--- src/rtl/l1a_bxn_seq.sv ---
// Queues the bunch-crossing number of every accepted L1A into an external FIFO
// and reads the entries back out to DAQ in write order through a valid/ack handshake.
module l1a_bxn_seq #(
    parameter int OVF_W = 8
) (
    input  logic             clk,
    input  logic             reset,
    input  logic             l1a,
    input  logic [11:0]      bxn,
    input  logic             flush,
    input  logic             rd_en,
    output logic [11:0]      fifo_din,
    output logic             fifo_wen,
    output logic             fifo_ren,
    output logic             fifo_reset,
    input  logic [11:0]      fifo_dout,
    output logic [11:0]      rd_bxn,
    output logic             rd_valid,
    input  logic             rd_ack,
    output logic [8:0]       occupancy,
    output logic             ovf,
    output logic [OVF_W-1:0] lost_cnt
);

    typedef enum logic [1:0] {IDLE, POP, LOAD, SEND} state_t;

    localparam logic [8:0] OCC_MAX = 9'd255;

    state_t state, state_nxt;
    logic   clr;
    logic   pop_go;
    logic   full;
    logic   accept;
    logic   drop;

    assign clr        = reset | flush;
    assign fifo_reset = clr;

    // A full queue can still take a trigger when a pop is decided on the same edge.
    always_comb begin
        pop_go = (state == IDLE) && rd_en && (occupancy != 9'd0);
        full   = (occupancy == OCC_MAX);
        accept = l1a && (!full || pop_go);
        drop   = l1a && !accept;
    end

    always_comb begin
        state_nxt = state;
        case (state)
            IDLE: if (pop_go) state_nxt = POP;
            POP:  state_nxt = LOAD;
            LOAD: state_nxt = SEND;
            SEND: if (rd_ack) state_nxt = IDLE;
        endcase
    end

    always_ff @(posedge clk) begin
        if (clr) begin
            state     <= IDLE;
            fifo_wen  <= 1'b0;
            fifo_ren  <= 1'b0;
            fifo_din  <= 12'd0;
            rd_bxn    <= 12'd0;
            rd_valid  <= 1'b0;
            occupancy <= 9'd0;
        end else begin
            state    <= state_nxt;
            fifo_wen <= accept;
            fifo_ren <= pop_go;
            rd_valid <= (state_nxt == SEND);
            if (accept)
                fifo_din <= bxn;
            // fifo_dout is valid in LOAD, one cycle after the read strobe
            if (state == LOAD)
                rd_bxn <= fifo_dout;
            case ({accept, pop_go})
                2'b10:   occupancy <= occupancy + 9'd1;
                2'b01:   occupancy <= occupancy - 9'd1;
                default: occupancy <= occupancy;
            endcase
        end
    end

    // Loss accounting survives flush; only a true reset clears it.
    always_ff @(posedge clk) begin
        if (reset) begin
            ovf      <= 1'b0;
            lost_cnt <= '0;
        end else if (!flush && drop) begin
            ovf <= 1'b1;
            if (lost_cnt != '1)
                lost_cnt <= lost_cnt + OVF_W'(1);
        end
    end

endmodule

--- config.mk ---
export PLATFORM = sky130hd
export DESIGN_NAME = l1a_bxn_seq
export DESIGN_NICKNAME = d
export VERILOG_FILES = /design/src/rtl/l1a_bxn_seq.sv
export SDC_FILE = /design/constraint.sdc
export NUM_CORES = 1
export LEC_CHECK = 0
export CAP_MARGIN = 20
export CORE_MARGIN = 5
export CORE_UTILIZATION = 48
export DETAILED_ROUTE_END_ITERATION = 6
export PLACE_DENSITY = 0.85
export SLEW_MARGIN = 20
export SYNTH_ARGS = -nofsm -noshare
export SYNTH_HDL_FRONTEND = slang
export SYNTH_SLANG_ARGS = --single-unit
export TNS_END_PERCENT = 100
--- constraint.sdc ---
create_clock -name clk -period 4.31 [get_ports clk]
set_input_delay 1.0775 -clock clk [delete_from_list [all_inputs] [get_ports clk]]
set_output_delay 1.0775 -clock clk [all_outputs]
set_load 0.005 [all_outputs]
==> impl_metrics.csv, run 1 <==
group,metric,value,unit
logic_synthesis,syn-num-nets,275,
sta,max-slew-margin-rel,0.4830,
run_status,outcome,"completed",
global_routing,grt_pass1_vias,1880,
critical_path,slowest_stage,"clkdlybuf4s50_1",
pwr,total_power,863.9,µW
floorplanning,die_h,76.82,µm
clocking,h-tree-depth,2,
clocking,cts_max_path_buffers,2,
sta,rsz0062_at_grt,"no",
critical_path,critPathTopFamily,"compound AO/OA/AOI/OAI gates",
placed_design,gp_congestion,0.7816,
pwr,irDropWorstVdd,0.1640,mV
global_routing,grt_max_degree,36,
critical_path,cp-end-kind,"register",
route,wl_per_cell,14.12,µm
placed_design,io_buffers,75,
logic_synthesis,yosysUniqueCellTypes,48,
clocking,cts_root_buf,"clkbuf_8",
route,firstDrtPassIters,4,
logic_synthesis,yosysTopAreaCellShare,0.4390,
floorplanning,core.rowCount,24,
layout,area_delta_synth_final,41.45,%
route,viasPerCell,5.187,
hold_path,hp-class,"register to register",
logic_synthesis,yosysWarnings,0,
critical_path,slowest_delay,0.47,ns
clocking,cts_resized,0,
floorplanning,die_area,5901,µm²
clocking,cts_hold_buf,0,
placed_design,postPlaceCellArea,2928,µm²
pwr,p_per_area,284.9,nW/µm²
clocking,clkLatencyLatePin,0.30,ns
floorplanning,start_util,0.4922,
sta,hold_violations,0,
placed_design,dp_cells,356,
logic_synthesis,yosysTopAreaCell,"dfxtp_1",
pwr,leakage,0.001173,µW
route,wl,5141,µm
layout,final_area,3032,µm²
floorplanning,core_area,4354,µm²
route,drtIter0Drc,69,
critical_path,required,4.52,ns
clocking,cts.sinks,47,
logic_synthesis,yosysSeqAreaShare,0.4390,
clocking,cts_setup_buffers,0,
floorplanning,ios,76,
clocking,cts.clk_slew.worst_paths,0.09,ns
global_routing,grt.overflow.total,0,
logic_synthesis,synth.avg_cell_area,9.082,µm²
job,drv_cap,0,
clocking,cts_tree,"done",
sta,clock.fmax,265.3,MHz
critical_path,critPathArrivalTime,3.98,ns
layout,fin_cells,364,
critical_path,worstPathBufferInverterCount,1,
layout,final_common_cell,"clkdlybuf4s50_1",
sta,setup_violations,0,
route,drc,0,
sta,tightestPinTransition,0.7739,ns
layout,antenna_cells,0,
logic_synthesis,postSynth.asyncResetShare,0,
route,antenna_left,0,
sta,final.period_utilization,0.8745,
logic_synthesis,syn_area,2143,µm²
placed_design,dp_hpwl,3822,µm
sta,setup-tns-final,0,ns
layout,fin_nets,350,
sta,fin_skew,0.005737,ns
logic_synthesis,synth-main-ff-cell,"dfxtp_1",
critical_path,critPathLaunchType,"primary input",
sta,final_max_slew_viol_count,0,
floorplanning,fp.dieW,76.82,µm
global_routing,antenna_found_initial,0,
logic_synthesis,ys_seq_elements,47,
logic_synthesis,synth-edff-count,0,
route,num_vias,1888,
critical_path,cp_max_fo,10,
clocking,cts_buffers,5,
logic_synthesis,synth.area.top_cells,"dfxtp_1 44%, mux2i_1 8.4%, nor2_1 6.1%, nand2_1 5.6%, ha_1 4.7%",
global_routing,grtUsageTotal,0.1773,
critical_path,worstSetupPathType,"primary input to register",
logic_synthesis,synth_cells,236,
layout,final_cell_mix,"75 x clkdlybuf4s50_1, 47 x dfxtp_1, 35 x nor2_1",
layout,drive_above_1_share,0.05769,
critical_path,crit_top_cell,"a21oi_1",
sta,min_period,3.769,ns
global_routing,grt_pass1_wl,8700,µm
critical_path,cp_cell_sequence,"clkdlybuf4s50_1 -> or3b_1 -> a31oi_2 -> and2b_1 -> ha_1 -> a21o_1 -> a21oi_1 -> a21oi_1 -> o21a_1 -> o21ai_0 -> nor3b_1",
-- cell type report --
cell class / instances / area [µm²]
clock inverter: 1 / 7.507
fill: 338 / 1323
clock buffer: 7 / 96.34
multi-input combinational: 177 / 1145
sequential: 47 / 940.9
inverter: 3 / 11.26
timing repair buffer: 77 / 765.7
tap: 52 / 65.06
-- per-layer routing --
metal	track usage	up-vias	part of all wire
li1	-	956	-
met1	0.2071	877	0.43
met2	0.3175	45	0.51
met3	0.03864	10	0.048
met4	0.05769	0	0.016
met5	0	-	0
-- logic make-up (layout without fill, tap and decap cells) --
logic type / after synthesis / after routing / synth area share
AOI/OAI and AO/OA: 37 / 37 / 0.1062
adders and majority gates: 9 / 9 / 0.05604
and+or+nand+nor: 101 / 101 / 0.2388
DFF: 47 / 47 / 0.4390
buffers and inverters: 12 / 88 / 0.02685
muxes: 18 / 18 / 0.08406
xor gates and xnor gates: 12 / 12 / 0.04904
-- state kept, by name, summed over array words and instances, names as in the netlist --
signal / count
fifo_din: 12
rd_bxn: 12
occupancy: 9
lost_cnt: 8
state: 2
fifo_ren: 1
fifo_wen: 1
ovf: 1
rd_valid: 1
-- worst register-to-register path, stage by stage, from the launching register on --
cell and delay, ns:
dfxtp_1 0.36, or3b_1 0.43, a31oi_2 0.22, and2b_1 0.38
ha_1 0.36, a21o_1 0.20, a21oi_1 0.18, a21oi_1 0.12
o21a_1 0.21, o21ai_0 0.15, nor3b_1 0.23
-- synth_stat cells, types with 2 or more instances --
library cell  number
dfxtp_1           47
nor2_1            35
nand2_1           32
a21oi_1           19
mux2i_1           18
ha_1               8
xnor2_1            8
clkbuf_1           6
o21ai_0            5
nand3_1            4
nor3_1             4
xor2_1             4
a21o_1             3
o21a_1             3
and2_1             2
inv_1              2
nand4_1            2
nor2b_1            2
nor4_1             2
or3_1              2
-- metrics by stage --
stage          utilization  hold slack [ns]  setup WS, ns
3_3_place_gp        0.6724           0.4413        0.4605
3_5_place_dp        0.6724           0.4492        0.2879
6_report            0.6963           0.4605        0.5409
4_1_cts             0.6963           0.4616        0.5800
2_1_floorplan            -           0.4527         1.060
5_1_grt             0.6963           0.4886        0.2418
-- path summary, 6_finish.rpt --
| path | start | end | slack, ns | depth (start not counted) |
|---|---|---|---|---|
| max | rd_en | occupancy[8] | 0.54 | 11 |
| min | rd_bxn[2] | rd_bxn[2] | 0.46 | 2 |
| max reg2reg | state[1] | occupancy[8] | 1.39 | 10 |
| min reg2reg | rd_bxn[2] | rd_bxn[2] | 0.46 | 2 |
-- power by group --
group	leakage [µW]	internal (µW)	total, µW	switching, µW
logic	0.000742	67.3	119	51.7
clock network	0.0000505	146	294	148
registers	0.000380	442	451	8.64
total	0.00117	656	864	208
No activity file was read; power rests on OpenSTA's default activity.
==> run 2, diff against run 1 <==
--- a/config.mk
+++ b/config.mk
@@ -8,6 +8,7 @@
 export CAP_MARGIN = 20
 export CORE_MARGIN = 5
 export CORE_UTILIZATION = 48
+export CTS_CLUSTER_SIZE = 25
 export DETAILED_ROUTE_END_ITERATION = 6
 export PLACE_DENSITY = 0.85
 export SLEW_MARGIN = 20
==> constraint.sdc (replaced) <==
create_clock -name clk -period 4.7 [get_ports clk]
set_input_delay 1.175 -clock clk [delete_from_list [all_inputs] [get_ports clk]]
set_output_delay 1.175 -clock clk [all_outputs]
set_load 0.005 [all_outputs]
==> run 2 against run 1 <==
Against the previous run:
- die area unchanged
- non-clock buffer count is 1 lower
- critical path depth is 7 lower
- flip-flop and latch count did not move
- sequential share of layout area grew 0.30 points
- first-iteration DRC count is 58% higher
- critical endpoint is now fifo_reset
- highest routed layer unchanged
==> impl_metrics.csv, run 2 (synthesized netlist as in run 1, its figures left out) <==
group,metric,value,unit
sta,final_max_slew_viol_count,0,
critical_path,critPathTopFamily,"buffers and inverters",
hold_path,hp-class,"register to register",
global_routing,grt.overflow.total,0,
clocking,cts_resized,0,
critical_path,critPathLaunchType,"primary input",
floorplanning,core_area,4354,µm²
critical_path,critPathArrivalTime,2.74,ns
clocking,h-tree-depth,2,
sta,fin_skew,0.003480,ns
layout,top_regs,"fifo_din (12), rd_bxn (12), occupancy (9)",
placed_design,gp_congestion,0.8053,
clocking,cts_tree,"done",
route,drc,0,
sta,tightestPinTransition,0.7948,ns
pwr,pwr-share-clk,0.309,
clocking,cts_hold_buf,0,
route,drtIter0Drc,109,
pwr,pwr-share-comb,0.143,
global_routing,grtUsageTotal,0.1702,
layout,fin_cells,362,
critical_path,slowest_delay,0.59,ns
sta,final.period_utilization,0.8336,
global_routing,grt_pass1_wl,8342,µm
route,viasPerCell,5.246,
critical_path,cp-end-kind,"primary output",
pwr,total_power,754.7,µW
pwr,p_int,568.6,µW
pwr,leakage,0.001162,µW
global_routing,grt_use_met3,0.04567,
placed_design,dp_hpwl,3762,µm
clocking,cts_setup_buffers,0,
global_routing,use_met2,0.3005,
critical_path,required,3.52,ns
clocking,cts_root_buf,"clkbuf_8",
global_routing,grt_max_degree,36,
sta,setup-tns-final,0,ns
global_routing,grt_pass1_vias,1803,
clocking,cts.sinks,47,
pwr,p_seq_frac,0.548,
sta,rsz0062_at_grt,"no",
pwr,irDropWorstVdd,0.1637,mV
floorplanning,fp.dieW,76.82,µm
layout,area_delta_synth_final,40.11,%
route,wl_per_cell,13.85,µm
layout,drive_above_1_share,0.05161,
floorplanning,start_util,0.4922,
layout,final_common_cell,"clkdlybuf4s50_1",
sta,hold_violations,0,
placed_design,io_buffers,75,
placed_design,dp_cells,355,
global_routing,busiest_layer,"met2",
layout,antenna_cells,0,
critical_path,crit_top_cell,"clkdlybuf4s50_1",
floorplanning,die_h,76.82,µm
run_status,outcome,"completed",
route,wl,5013,µm
global_routing,grt_use_met1,0.1978,
sta,min_period,3.918,ns
clocking,clkLatencyLatePin,0.29,ns
route,num_vias,1899,
floorplanning,ios,76,
route,antenna_left,0,
sta,max-slew-margin-rel,0.4701,
route,firstDrtPassIters,4,
critical_path,slowest_stage,"clkdlybuf4s50_1",
floorplanning,core.rowCount,24,
clocking,cts.clk_slew.worst_paths,0.08,ns
pwr,switching_share,0.2466,
global_routing,antenna_found_initial,0,
critical_path,cp_max_fo,10,
floorplanning,die_area,5901,µm²
sta,setup_violations,0,
sta,clock.fmax,255.2,MHz
layout,fin_nets,349,
clocking,cts_buffers,5,
clocking,cts_max_path_buffers,2,
layout,utilization,0.6897,
layout,final_cell_mix,"75 x clkdlybuf4s50_1, 47 x dfxtp_1, 35 x nor2_1",
critical_path,cp_cell_sequence,"clkdlybuf4s50_1 -> nor2_1 -> clkinv_1 -> clkdlybuf4s50_1",
critical_path,worstPathBufferInverterCount,3,
pwr,p_per_area,251.3,nW/µm²
critical_path,worstSetupPathType,"primary input to primary output",
job,drv_cap,0,
pwr,switchingPower,186.1,µW
run 2: cell count changes in the layout (fill, tap and decap cells not counted), sizes merged:
| cell | change |
|---|---|
| clkbuf | -2 |
| clkinv | +2 |
| buf | -1 |
| clkinvlp | -1 |
run 2: path summary, 6_finish.rpt:
| path | startpoint | endpoint | slack, ns | depth (start not counted) |
|---|---|---|---|---|
| setup / recovery | reset | fifo_reset | 0.78 | 4 |
| hold / removal | rd_bxn[6] | rd_bxn[6] | 0.45 | 2 |
| setup reg to reg | state[1] | occupancy[8] | 1.87 | 10 |
| hold reg to reg | rd_bxn[6] | rd_bxn[6] | 0.45 | 2 |
run 2: layer usage:
metal,up-vias,share of wire
met5,-,0
met2,56,0.50
met4,0,0.019
li1,955,-
met1,878,0.43
met3,10,0.051
run 2: layout make-up:
class	instances	area, µm²
multi-input cells	177	1145
fillers	351	1351
clock buffers	5	68.82
clock inverters	2	13.76
well taps	52	65.06
flip-flops and latches	47	940.9
repair buffers	76	758.2
inverters	3	11.26
run 2: power by group through the flow:
| stage | Combinational (µW) | Sequential (µW) | Clock [µW] |
|---|---|---|---|
| finish | 108 | 413 | 234 |
| global route | 118 | 415 | 260 |
| CTS | 108 | 413 | 244 |
| detailed placement | 108 | 423 | 0 |
| global placement | 106 | 423 | 0 |
| floorplan | 59.8 | 422 | 0 |
run 2: per-stage QoR:
stage | worst slack [ns] | cell area, µm² | hold WS [ns]
6_report | 0.7822 | 3003 | 0.4534
5_1_grt | 0.6799 | 3003 | 0.4717
4_1_cts | 0.7669 | 3003 | 0.4579
3_5_place_dp | 0.6642 | 2920 | 0.4456
3_3_place_gp | 0.7396 | 2920 | 0.4412
2_1_floorplan | 1.352 | 2143 | 0.4527
run 2: worst reg2reg max path: stages (launching register included):
cell and delay, ns:
dfxtp_1 0.36, or3b_1 0.43, a31oi_2 0.22, and2b_1 0.36, ha_1 0.36, a21o_1 0.20
a21oi_1 0.18, a21oi_1 0.13, o21a_1 0.21, o21ai_0 0.14, nor3b_1 0.18
==> run 3, diff against run 2 <==
--- a/config.mk
+++ b/config.mk
@@ -7,10 +7,10 @@
 export LEC_CHECK = 0
 export CAP_MARGIN = 20
 export CORE_MARGIN = 5
-export CORE_UTILIZATION = 48
+export CORE_UTILIZATION = 45
 export CTS_CLUSTER_SIZE = 25
 export DETAILED_ROUTE_END_ITERATION = 6
-export PLACE_DENSITY = 0.85
+export PLACE_DENSITY = 0.8
 export SLEW_MARGIN = 20
 export SYNTH_ARGS = -nofsm -noshare
 export SYNTH_HDL_FRONTEND = slang
==> constraint.sdc (replaced) <==
create_clock -name clk -period 3.8 [get_ports clk]
set_input_delay 0.95 -clock clk [delete_from_list [all_inputs] [get_ports clk]]
set_output_delay 0.95 -clock clk [all_outputs]
set_load 0.005 [all_outputs]
==> run 3 against run 2 <==
Against the previous run:
- utilization decreased by 3.2 points
- final cell count increased by 1.9%
- non-clock buffer count increased by 5
- cell area increased by 2.0%
- via count decreased by 1.1%
- critical path depth increased by 7
- highest routed layer unchanged
==> impl_metrics.csv, run 3 (synthesized netlist as in run 1, its figures left out) <==
group,metric,value,unit
run_status,outcome,"completed",
clocking,cts_buffers,5,
critical_path,cp-end-kind,"register",
placed_design,io_buffers,75,
route,drc,0,
sta,setup-tns-final,0,ns
critical_path,worstSetupPathType,"primary input to register",
route,firstDrtPassIters,4,
floorplanning,fp.dieW,79.02,µm
route,drtIter0Drc,74,
route,wl,5060,µm
floorplanning,ios,76,
floorplanning,start_util,0.4599,
critical_path,critPathLaunchType,"primary input",
critical_path,critPathLaunch,"rd_en",
route,wl_per_cell,13.71,µm
route,num_vias,1879,
clocking,cts_max_path_buffers,2,
clocking,clkLatencyLatePin,0.30,ns
global_routing,grt.overflow.total,0,
clocking,h-tree-depth,2,
global_routing,antenna_found_initial,0,
global_routing,grt_max_degree,36,
layout,antenna_cells,0,
sta,setup_violations,0,
route,antenna_left,0,
sta,tightestPinTransition,0.7924,ns
critical_path,critPathTopFamily,"simple AND/OR/NAND/NOR gates",
clocking,cts.sinks,47,
placed_design,dp_hpwl,3739,µm
layout,area_delta_synth_final,42.91,%
global_routing,grt_pass1_vias,1798,
floorplanning,die_area,6243,µm²
pwr,p_per_area,326.8,nW/µm²
sta,hold_violations,0,
clocking,cts_tree,"done",
pwr,leakage,0.001195,µW
layout,top_regs,"fifo_din (12), rd_bxn (12), occupancy (9)",
global_routing,grtUsageTotal,0.1699,
critical_path,slowest_delay,0.45,ns
critical_path,worstPathBufferInverterCount,1,
critical_path,required,3.98,ns
critical_path,critPathArrivalTime,3.57,ns
sta,max-slew-margin-rel,0.4718,
sta,clock.fmax,295.3,MHz
sta,rsz0062_at_grt,"no",
clocking,cts_root_buf,"clkbuf_8",
pwr,irDropWorstVdd,0.1607,mV
clocking,cts_resized,0,
global_routing,grt_pass1_wl,8438,µm
clocking,cts_setup_buffers,0,
floorplanning,die_h,79.02,µm
clocking,cts.clk_slew.worst_paths,0.08,ns
sta,fin_hold_ws,0.4557,ns
critical_path,cp_max_fo,6,
placed_design,gp_congestion,0.7906,
sta,final.period_utilization,0.8911,
sta,final_max_slew_viol_count,0,
floorplanning,core_area,4661,µm²
critical_path,cp_cell_sequence,"clkdlybuf4s50_1 -> or3b_1 -> a31oi_2 -> and2b_1 -> ha_1 -> a21o_1 -> a21oi_1 -> a21oi_1 -> nor3b_2 -> o21ai_0 -> nor3b_1",
job,drv_cap,0,
clocking,cts_hold_buf,0,
route,viasPerCell,5.092,
floorplanning,core.rowCount,25,
layout,final_cell_mix,"75 x clkdlybuf4s50_1, 47 x dfxtp_1, 35 x nor2_1",
critical_path,reg2reg_from,"occupancy[4]",
hold_path,min_from,"rd_bxn[0]",
sta,min_period,3.386,ns
layout,fin_nets,354,
layout,drive_above_1_share,0.06349,
sta,fin_skew,0.007668,ns
layout,final_common_cell,"clkdlybuf4s50_1",
critical_path,slowest_stage,"clkdlybuf4s50_1",
hold_path,hp-class,"register to register",
critical_path,crit_top_cell,"a21oi_1",
## run 3: final cells by class
class / count / area (µm²)
clock buffers: 6 / 72.57
clock inverters: 1 / 30.03
fillers: 413 / 1598
inverters: 3 / 11.26
multi-input cells: 177 / 1145
flip-flops and latches: 47 / 940.9
well taps: 54 / 67.56
repair buffers: 81 / 795.8
## run 3: where the power goes
group | total (µW) | leakage (µW) | internal [µW] | switching, µW
combinational | 140 | 0.000764 | 80.5 | 59.3
clock | 350 | 0.0000513 | 193 | 157
sequential | 511 | 0.000380 | 502 | 9.28
total | 1000 | 0.00120 | 775 | 226
## run 3: through the flow
step	setup WS, ns	power, µW	instances	util	area (µm²)
final	0.4139	1001	369	0.6572	3063
after global routing	0.1964	1050	369	0.6572	3063
after CTS	0.4296	1012	369	0.6572	3063
after detailed placement	0.1511	662.5	362	0.6352	2960
after global placement	0.2125	660.5	362	0.6352	2960
after floorplan	0.6772	596.1	236	-	2143
## run 3: worst paths after layout
check	endpoint	slack, ns	cells past startpoint
setup / recovery	occupancy[8]	0.41	11
setup reg to reg	occupancy[8]	1.00	10
hold / removal	rd_bxn[0]	0.46	2
hold reg to reg	rd_bxn[0]	0.46	2
## run 3: routing by layer
| metal | wire length [µm] | global-route usage | vias to the layer above | part of all wire |
|---|---|---|---|---|
| met3 | 269 | 0.03855 | 15 | 0.053 |
| met2 | 2433 | 0.2786 | 52 | 0.48 |
| li1 | - | - | 962 | - |
| met5 | 0 | 0 | - | 0 |
| met1 | 2209 | 0.2068 | 850 | 0.44 |
| met4 | 148 | 0.08935 | 0 | 0.029 |
## run 3: worst register-to-register path: cells and delay by family, from the launching register on
family	cells	cell delay [ns]
AND/OR/NAND/NOR	5	1.29
adder cells (fa/ha/maj)	1	0.42
flip-flops	1	0.37
AO/OA/AOI/OAI	4	0.61
